$ cat config.mk
export PLATFORM = sky130hd
export DESIGN_NAME = adc_access_arbiter
export DESIGN_NICKNAME = d
export VERILOG_FILES = /design/src/rtl/adc_access_arbiter.sv
export SDC_FILE = /design/constraint.sdc
export NUM_CORES = 1
export LEC_CHECK = 0
export BUFFER_PORTS_ARGS = -buffer_cell sky130_fd_sc_hd__clkbuf_2
export CORE_AREA = 3 3 80 63
export CTS_CLUSTER_SIZE = 28
export DETAILED_ROUTE_END_ITERATION = 7
export DIE_AREA = 0 0 83 66
export GPL_ROUTABILITY_DRIVEN = 0
export PLACE_DENSITY_LB_ADDON = 0.08
export SLEW_MARGIN = 40
export SYNTH_ARGS = -nofsm -noshare
export SYNTH_HDL_FRONTEND = slang
export SYNTH_SLANG_ARGS = --single-unit
$ cat constraint.sdc
create_clock -name clk3p2M -period 2.4 [get_ports clk3p2M]
set_clock_uncertainty 0.2 [all_clocks]
set_input_delay 0.48 -clock clk3p2M [delete_from_list [all_inputs] [get_ports clk3p2M]]
set_output_delay 0.48 -clock clk3p2M [all_outputs]
set_load 0.01 [all_outputs]
$ cat src/rtl/adc_access_arbiter.sv
// Round-robin arbiter that shares the board ADC between the auto-scan sequencer and host one-shot reads.
// Each conversion is sequenced as setup, one-cycle go pulse, then wait-for-valid with a timeout.
module adc_access_arbiter #(
    parameter int TIMEOUT_CYCLES = 65520,
    parameter int MAX_CHAN       = 16
) (
    input  logic       clk3p2M,
    input  logic       rst_n,
    input  logic       auto_req,
    input  logic [4:0] auto_chan,
    output logic       auto_ack,
    input  logic       host_req,
    input  logic [4:0] host_chan,
    output logic       host_ack,
    output logic [9:0] rd_data,
    output logic       rd_err,
    output logic       last_grant,
    output logic       busy,
    output logic [7:0] timeout_cnt,
    output logic       adc_go,
    output logic [3:0] adc_chan,
    output logic       adc_batt_sel,
    input  logic [9:0] adc_in,
    input  logic       adc_valid
);

    localparam int              CNT_W      = (TIMEOUT_CYCLES > 2) ? $clog2(TIMEOUT_CYCLES) : 1;
    localparam logic [CNT_W-1:0] TERM_CNT  = CNT_W'(TIMEOUT_CYCLES - 1);
    localparam logic [4:0]      MAX_CHAN_L = 5'(MAX_CHAN);

    typedef enum logic [2:0] {
        IDLE,
        SETUP,
        GO,
        WAIT,
        DONE
    } state_t;

    state_t           state;
    logic [CNT_W-1:0] wait_cnt;
    logic             any_req;
    logic             grant_host;
    logic [4:0]       sel_chan;

    // On a tie the requester that did not own the previous conversion wins.
    always_comb begin
        any_req    = auto_req | host_req;
        grant_host = host_req & (~auto_req | ~last_grant);
        sel_chan   = grant_host ? host_chan : auto_chan;
    end

    always_ff @(posedge clk3p2M or negedge rst_n) begin
        if (!rst_n) begin
            state        <= IDLE;
            wait_cnt     <= '0;
            auto_ack     <= 1'b0;
            host_ack     <= 1'b0;
            rd_data      <= '0;
            rd_err       <= 1'b0;
            last_grant   <= 1'b0;
            busy         <= 1'b0;
            timeout_cnt  <= '0;
            adc_go       <= 1'b0;
            adc_chan     <= '0;
            adc_batt_sel <= 1'b0;
        end else begin
            auto_ack <= 1'b0;
            host_ack <= 1'b0;
            adc_go   <= 1'b0;
            case (state)
                IDLE: begin
                    if (any_req) begin
                        last_grant <= grant_host;
                        busy       <= 1'b1;
                        // Illegal channels complete with an error without touching the ADC pins.
                        if (sel_chan > MAX_CHAN_L) begin
                            rd_data  <= '0;
                            rd_err   <= 1'b1;
                            auto_ack <= ~grant_host;
                            host_ack <= grant_host;
                            state    <= DONE;
                        end else begin
                            adc_chan     <= sel_chan[3:0];
                            adc_batt_sel <= sel_chan[4];
                            state        <= SETUP;
                        end
                    end
                end
                SETUP: begin
                    adc_go <= 1'b1;
                    state  <= GO;
                end
                GO: begin
                    wait_cnt <= '0;
                    state    <= WAIT;
                end
                WAIT: begin
                    if (adc_valid) begin
                        rd_data  <= adc_in;
                        rd_err   <= 1'b0;
                        auto_ack <= ~last_grant;
                        host_ack <= last_grant;
                        state    <= DONE;
                    end else if (wait_cnt == TERM_CNT) begin
                        rd_data  <= '0;
                        rd_err   <= 1'b1;
                        auto_ack <= ~last_grant;
                        host_ack <= last_grant;
                        if (timeout_cnt != 8'hFF) begin
                            timeout_cnt <= timeout_cnt + 8'd1;
                        end
                        state <= DONE;
                    end else begin
                        wait_cnt <= wait_cnt + 1'b1;
                    end
                end
                DONE: begin
                    busy  <= 1'b0;
                    state <= IDLE;
                end
                default: state <= IDLE;
            endcase
        end
    end

endmodule

After elaboration in Yosys (flattened, before gate mapping)
Cells that the tools add are included.

Logic and storage cells: 77. Register bits after elaboration: 48. Output and inout bits: 29.

$lt $le $gt $ge: 1. Add/sub/neg operators: 2. Reduce and logical (&&, ||, !) cells: 11. Bitwise operators: 8. Muxes and demuxes: 32. Eq/ne operators: 11.

Operator list (count): $mux W10 (4); $mux W16 (2); $pmux W16 S2 (1); $pmux W10 S2 (1); $add A16 B1 Y16 const B (1); $eq A16 B16 Y1 const B (1); $mux W1 (14); $mux W3 (4); $pmux W3 S4 (1); $add A8 B1 Y8 const B (1); $ne A2 B2 Y1 const B (4); $ne A8 B8 Y1 const B (1); $pmux W1 S2 (4); $reduce_and A4 Y1 (2); $eq A3 B2 Y1 const B (2); $reduce_and A2 Y1 (3); $reduce_and A3 Y1 (2); $reduce_bool A2 Y1 (3); $gt A5 B5 Y1 const B (1); $mux W5 (1); $not A1 Y1 (5); $eq A3 B1 Y1 const B (1); $eq A3 B3 Y1 const B (1); $logic_not A3 Y1 (1); other kinds (3) (4).

Longest topological paths before layout
Gate-level depths: netlist of the first run.

Depth in word-level cells: 8. Gate-level depth with buffers: 7. Depth with buffers taken out: 6.

Least setup slack after synthesis of the first run
Ideal clock, no wire load.

Path type: input port to flip-flop. Start: in host_req. End: reg rd_data[0]. Required time: 2079 ps. Data arrival time: 1767 ps. Stages on the path: 6. Setup time: 121 ps. Path slack: 312 ps. Cell sequence: a21boi_4 -> mux2_2 -> o31ai_1 -> nand2_1 -> buf_6 -> a22o_1.

Longest elaborated chain between the ends: 5.

RTL lines: start, declared (RTL line 12) `input logic host_req,`; $and A1 B1 Y1 (RTL line 48) `grant_host = host_req & (~auto_req | ~last_grant);`; $mux W5 (RTL line 49) `sel_chan = grant_host ? host_chan : auto_chan;`; $gt A5 B5 Y1 (RTL line 76) `if (sel_chan > MAX_CHAN_L) begin`; $ne A2 B2 Y1 (no line); $reduce_and A4 Y1 (no line) *; end signal, assigned (RTL line 99) `rd_data <= adc_in;`; end, declared (RTL line 15) `output logic [9:0] rd_data,`.

Every way passes the cells marked *; elsewhere a longest branch is shown, timed or not. A chain may end at the register's enable or synchronous reset.

Worst setup path after layout of the first run
Start: reg wait_cnt[0]. End: reg rd_data[6].

Longest elaborated chain between the ends: 3.

RTL lines: start, declared (RTL line 40) `logic [CNT_W-1:0] wait_cnt;`; start signal, assigned (RTL line 114) `wait_cnt <= wait_cnt + 1'b1;`; $eq A16 B16 Y1 (RTL line 104) `end else if (wait_cnt == TERM_CNT) begin`; $ne A3 B3 Y1 (no line); $reduce_and A4 Y1 (no line).

Every way passes these cells.

==> summary by stage, run 1 <==
Run status
The flow ran to the end, and the final reports show no timing, DRC or antenna violations.

Clocking
The count of clock tree sinks is 48. CTS placed an instance of clkbuf_8 at the clock tree root. Buffers added to address setup during post-CTS repair amount to 0.

The clock passes through at most 2 buffers. The clock latency at the later pin of the worst-skew pair is 290 ps. Clock-pin slew was measured on the worst setup and hold paths at 90 ps. The H-tree depth reported by CTS is 2. The number of clock buffers inserted by TritonCTS is 5. The CTS tree is done.

Place
After detailed placement, the design holds a cell count of 329. The total of buffers placed on input and output ports is 53. The HPWL reported at the end of detailed placement is 3610 um. At the placement stage, the worst setup path has a slack of 117 ps.

Power and ir drop
The cell-internal power is 1.61 mW. The sequential share of power is 45.4%. Net switching is 36.4% of the power. The clock share of power is 19.9%. The power density over the cells is 914 nW/um^2. The net switching power figure is 921 uW. The maximum ir drop on the vdd rail is 679 uV. Combinational logic is responsible for 34.7% of the overall power. The leakage power is 1.36 nW. The final total power is 2.53 mW.

GRT
The number of global-route vias before repair is 1711. Entering global routing, the biggest net connects 27 pins. The wire length of the first global-routing pass is 8290 um. The number of antenna violations at the first check in global routing is 0. The total congestion overflow is 0.

Across every metal layer, demand over resource in global routing totals 18.7%.

Yosys
In the post-synthesis netlist, the biggest area contributors are dfrtp_1, nor2_1, a22o_1, xnor2_1, xor2_1. In the post-synthesis netlist, the cell with the most instances is dfrtp_1. The most used flip-flop cell after synthesis is dfrtp_1. During synthesis, Yosys emitted a total of 0 warnings. For this run, the register share of the synthesized area comes to 52.4%. The commonest cells after synthesis are dfrtp_1, nor2_1, nand2_1. The synthesized area per cell is 10.5 sq um. The number of cells produced by synthesis is 218. The share of the synthesized area in the top cell type is 52.4%.

The count of different cell masters after synthesis is 45. The share of synthesized flip-flops with an asynchronous set or reset is 100%. The number of enable-type register cells in the synthesized netlist is 0. Counting flops and latches in the post-synthesis netlist gives 48. The cell taking the most area after synthesis is dfrtp_1.

The area of the mapped netlist is 2290 sq um. Synthesis produced a netlist with a net count of 245.

Final layout
The finished layout holds 338 standard cells, fillers aside. Of the cells placed in the final design, the portion with a size suffix greater than 1 is 28.1%. From synthesis to final layout, the design area changed by 20.8%. The final layout net count is 307. The number of antenna diodes in the final layout is 0.

Timing
After layout, the minimum clock period comes to 2120 ps. The tightest hold path in the finished design has a slack of 205 ps. At the pin with the least slew margin, the transition time is 582 ps. Setup repair after global routing left no endpoint under its margin.

Across all setup checks in the final design, the least slack found is 279 ps. Timing would allow up to 472 MHz. Setup violations remaining at the end of the flow were counted as 0. The part of the cycle the worst path needs is 88.4%. Setup total negative slack on the finished layout was measured at 0 ps.

In this run the tightest slew margin relative to its limit is 61.2%. The hold violation count in the final report is 0. The count of pins over their slew limit is 0.

Setup path
The signal arrival time at the worst endpoint is 2110 ps. Along the worst path, the maximum fanout reaches 12. The critical path is of the flop to flop type. The element type at the critical path end is a flop. At the worst endpoint, the required time is 2380 ps.

The worst setup path is launched from a flop.

Floorplan
The region available for standard cell placement spans 4360 sq um. The number of ports placed on the die boundary is 54. Once the floorplan was initialized, standard cells occupied 52.6% of the core. The floorplan has 21 rows. The floorplan step defined a die boundary enclosing 5480 sq um.

Measured along the y axis, the die boundary spans 66 um. The die span in x is 83 um.

Run
The number of maximum-capacitance constraint violations is 0.

Routing
The first detailed-routing pass took 4 iterations. The routed layout has 1823 vias. The number of DRC violations after detailed routing is 0.

The routed length per instance is 14.0 um. The mean number of vias per cell is 5.39. The starting DRC count in detailed routing is 54.

After detailed routing, the total wire length is 4730 um. Once detail routing completed, the nets flagged for antenna violations numbered 0.

Hold path
The path type of the worst min-delay path is input pin to flop.
## registers in the layout, indices dropped and copies added (netlist names)
signal / cells
adc_batt_sel: 1
adc_chan: 4
adc_go: 1
auto_ack: 1
busy: 1
host_ack: 1
last_grant: 1
rd_data: 10
rd_err: 1
state: 3
timeout_cnt: 8
wait_cnt: 16
## power by group through the flow
stage	registers, mW	logic [mW]	clock network (mW)
after CTS	1.15	0.888	0.517
after detailed placement	1.17	0.879	0
after floorplan	1.21	0.501	0
after global routing	1.18	0.988	0.547
after global placement	1.16	0.868	0
final	1.15	0.878	0.504
## layer usage
metal	share of wire, %	vias up	GRT usage (%)
met5	0	-	0
met2	44	40	27.4
li1	-	898	-
met4	0.70	0	4.90
met1	50	881	28.0
met3	4.5	4	4.36
## through the flow
stage | area [sq um] | util (%)
floorplan | 2290 | -
global placement | 2660 | 61.0
detailed placement | 2660 | 61.0
CTS | 2770 | 63.5
global route | 2770 | 63.5
finish | 2770 | 63.5
## cell usage in the layout, fill, tap and decap left out, types with 3 or more instances in the layout
cell type	n
clkbuf_2	53
dfrtp_1	48
nor2_1	26
nand2_1	15
nand3_1	12
a22o_1	11
o21ai_0	11
xnor2_1	9
inv_1	8
xor2_1	8
nor3_1	7
clkbuf_8	6
nand4_1	5
mux2i_1	5
a21oi_1	5
buf_4	5
nor4_1	4
and3_1	3
nand2b_1	3
## worst paths after layout
| kind | endpoint | depth (start not counted) | slack, ps | from |
|---|---|---|---|---|
| setup reg to reg | rd_data[6] | 6 | 280 | wait_cnt[0] |
| hold reg to reg | adc_chan[1] | 2 | 290 | adc_chan[1] |
| min in group asynchronous | timeout_cnt[4] | 2 | 510 | rst_n |
| hold / removal | rd_data[4] | 2 | 210 | adc_in[4] |
| max in group asynchronous | adc_batt_sel | 3 | 950 | rst_n |
| setup / recovery | rd_data[6] | 6 | 280 | wait_cnt[0] |
## cell type report
type,count,area [sq um]
clock inverter,2,15.0
sequential,48,1200
clock buffer,6,82.6
tap,57,71.3
inverter,8,30.0
fill,389,1590
multi-input combinational,157,1040
timing repair buffer,60,333
## cell families (layout without fill, tap and decap cells)
group / count (synthesis) / count (layout) / synth area share [%]
muxes: 7 / 7 / 3.16
xor gates and xnor gates: 17 / 17 / 6.49
buffers and inverters: 13 / 76 / 2.45
DFF: 48 / 48 / 52.4
AOI/OAI and AO/OA: 37 / 37 / 12.3
and+or+nand+nor: 94 / 94 / 22.2
adders and majority gates: 2 / 2 / 1.09
## worst max-delay path: stages, from the launching register on
cell	delay, ps
dfrtp_1	400
ha_1	250
nand4_1	170
nor4_4	390
or3_4	220
nand2_2	150
a22o_1	230
## what timing repair did
action,4_1_cts,5_1_grt
gates resized for setup,0,1
hold buffers,1,0
hold endpoints to repair,22,0
endpoints found under the setup margin,0,10
Note: power is estimated with default switching activity, not from simulation.
==> inputs of run 2 (changes only) <==
--- a/config.mk
+++ b/config.mk
@@ -16,3 +16,4 @@
 export SYNTH_ARGS = -nofsm -noshare
 export SYNTH_HDL_FRONTEND = slang
 export SYNTH_SLANG_ARGS = --single-unit
+export TNS_END_PERCENT = 50
==> constraint.sdc (replaced) <==
create_clock -name clk3p2M -period 2.4 [get_ports clk3p2M]
set_clock_uncertainty 0.2 [all_clocks]
set_input_delay 0.72 -clock clk3p2M [delete_from_list [all_inputs] [get_ports clk3p2M]]
set_output_delay 0.72 -clock clk3p2M [all_outputs]
set_load 0.01 [all_outputs]
==> run 2 against run 1 <==
Total power rose by 4.2%. Sequential power is essentially flat. Critical path type unchanged. Hold slack worse by 59 ps. Largest cell class unchanged. Largest power group unchanged.
==> summary by stage, run 2 (same netlist as run 1, synthesis figures left out) <==
Clocking
The count of clock tree sinks was 48 (unchanged). The register clock-pin slew on the reported worst setup and hold paths was 100 ps (about the same). The CTS tree is done. The H-tree depth reported by CTS came to 2 (unchanged). The count of instances resized after the clock tree is built is 0 (unchanged). The largest buffer count on any clock path is 2 (unchanged). The post-CTS setup repair buffer count was 0 (unchanged). The clock latency at the later pin of the worst-skew pair is 300 ps (about the same).

The number of clock buffers inserted by TritonCTS came to 5 (unchanged). The cell at the root of the clock tree is clkbuf_8. The number of hold buffers added after cts came to 0 (-1).

Run status
The run finished with clean final reports.

Timing
The post-route worst setup slack came to 204 ps (-75.4 ps). Setup repair after global routing left no endpoint under its margin. The worst slew margin relative to its limit was 66.5% (+5.3 points).

The fmax is 455 MHz (-3.4%). The count of pins over their slew limit is 0 (unchanged). The setup TNS is 0 ps (unchanged).

The setup violation total in the final timing report came to 0 (unchanged). The transition time at the pin with the least slew margin is 499 ps (-82.5 ps). The worst hold margin was 147 ps (-58.9 ps). The part of the cycle the worst path needs came to 91.5% (+3.1 points). The hold violation count in the final report was 0 (unchanged).

The final critical path time including I/O delays and setup was 2200 ps (+75.4 ps).

Floorplan
The die span in x came to 83 um (unchanged). The die outline area is 5480 sq um (unchanged). The number of ports placed on the die boundary was 54 (unchanged). The row count came to 21 (unchanged).

The effective utilization at floorplan was 52.6% (unchanged). The die outline height came to 66 um (unchanged). The core area is 4360 sq um (unchanged).

Place
The total placed instance area is 2680 sq um (+0.85%). The total of buffers placed on input and output ports came to 53 (unchanged). The HPWL reported at the end of detailed placement is 3590 um (-0.52%).

The placed instance count is 332 (+0.91%). The setup slack at placement is 27.5 ps (-89.2 ps).

Routing
The mean number of vias per cell is 5.35 (-0.81%). The vias after detailed routing is 1819 (-0.22%). The total length of routed wires is 4780 um (+1.1%). The routed length per instance was 14.1 um (+0.46%). The first-pass detailed-route iteration total came to 4 (unchanged). The number of routed nets with antenna violations came to 0 (unchanged). The starting DRC count in detailed routing came to 119 (+120%). The number of DRC violations after detailed routing was 0 (unchanged).

Setup path
The critical path buffer and inverter count is 1 (+1). The signal arrival time at the worst endpoint was 2190 ps (+80 ps). The type of the worst setup path is flop to flop. The cell at the slowest stage of the critical path is nor4_4. The worst setup path is captured at a flop. The delay of the slowest critical-path stage is 420 ps (+20 ps). The data required time at the worst endpoint came to 2400 ps (+20 ps). The largest fanout on the critical path came to 12 (unchanged). The critical path goes through ha_1 -> nand4_1 -> nor4_4 -> or3_4 -> nand2_1 -> buf_4 -> a22o_1. The kind of start point of the critical path is a flop. In this design, the largest share of critical-path delay is due to simple AND/OR/NAND/NOR gates.

Power and ir drop
The leakage power was 1.38 nW (+1.5%). The sequential share of power is 43.5% (-1.9 points). The maximum ir drop on the vdd rail is 764 uV (+13%).

The switching portion of total power is 35.5% (-0.87 points). The clock share of power is 23.0% (+3.1 points). The net switching power figure came to 938 uW (+1.8%). The relative contribution of combinational cells to total power is 33.5% (-1.2 points). The cell-internal power came to 1.70 mW (+5.7%). The power density over the cells is 943 nW/um^2 (+3.2%). The final total power is 2.64 mW (+4.2%).

Final layout
The fraction of layout instances using a drive strength above 1 is 28.6% (+0.51 points). The flip-flop count of the largest register, all copies and words added is 16 (unchanged). The register with the most flip-flops is wait_cnt. The post-route core utilization is 64.2% (+0.63 points). Compared with the post-synthesis result, the final layout area differs by 22.0%.

The largest registers in the layout are wait_cnt: 16 flops, rd_data: 10 flops, timeout_cnt: 8 flops. The count of inserted antenna diode cells is 0 (unchanged). The final layout net count is 309 (+0.65%). The post-route cell area is 2800 sq um (+0.99%). The number of standard cells in the final layout excluding fillers came to 340 (+0.59%). The leading cell type in the layout, fill and taps excluded is clkbuf_2. The library cells used most frequently in the layout, excluding fill and tap cells, are clkbuf_2, dfrtp_1, nor2_1.

Run
The number of maximum-capacitance constraint violations came to 0 (unchanged).

Hold path
The worst hold path belongs to the class input pin to asynchronous set/reset pin.

GRT
The met2 track utilization from global routing is 27.5% (+0.10 points). The most used routing layer in global routing is met1. The number of antenna violations at the first check in global routing is 0 (unchanged). The wire length of the first global-routing pass is 8300 um (+0.17%).

The met1 demand-to-capacity share in global routing is 28.1% (+0.12 points). The pin count of the biggest net entering global routing came to 33 (+22%). The all-layer global routing usage is 18.8% (+0.065 points). The met3 track demand over resource was 3.99% (-0.37 points).

The total congestion overflow is 0 (unchanged). The number of global-route vias before repair was 1724 (+0.76%).
-- run 2: path summary, 6_finish.rpt --
kind	from	endpoint	slack, ps	cells past startpoint
min in group clk3p2M	adc_chan[1]	adc_chan[1]	290	2
min reg2reg	adc_chan[1]	adc_chan[1]	290	2
max in group asynchronous	rst_n	last_grant	1320	2
max reg2reg	wait_cnt[0]	rd_data[7]	200	7
max	wait_cnt[0]	rd_data[7]	200	7
min	rst_n	timeout_cnt[3]	150	1
-- run 2: final cells by class --
| class | count | area [sq um] |
|---|---|---|
| Timing Repair Buffer | 62 | 345 |
| Tap cell | 57 | 71.3 |
| Multi-Input combinational cell | 157 | 1040 |
| Clock buffer | 5 | 68.8 |
| Sequential cell | 48 | 1200 |
| Inverter | 8 | 30.0 |
| Fill cell | 395 | 1560 |
| Clock inverter | 3 | 46.3 |
-- run 2: power groups by stage --
| stage | registers, mW | clock network (mW) | logic [mW] |
|---|---|---|---|
| global route | 1.18 | 0.654 | 0.993 |
| global placement | 1.16 | 0 | 0.879 |
| detailed placement | 1.17 | 0 | 0.893 |
| floorplan | 1.21 | 0 | 0.501 |
| finish | 1.15 | 0.607 | 0.884 |
| CTS | 1.15 | 0.620 | 0.897 |
-- run 2: layer usage --
| layer | vias to the layer above | part of all wire [%] |
|---|---|---|
| met1 | 851 | 50 |
| met3 | 7 | 5.4 |
| met4 | 0 | 1.3 |
| met2 | 51 | 43 |
| met5 | - | 0 |
| li1 | 910 | - |
-- run 2: worst register-to-register path, stage by stage, from the launching register on --
cell	delay, ps
dfrtp_1	390
ha_1	250
nand4_1	170
nor4_4	420
or3_4	230
nand2_1	70
buf_4	180
a22o_1	190
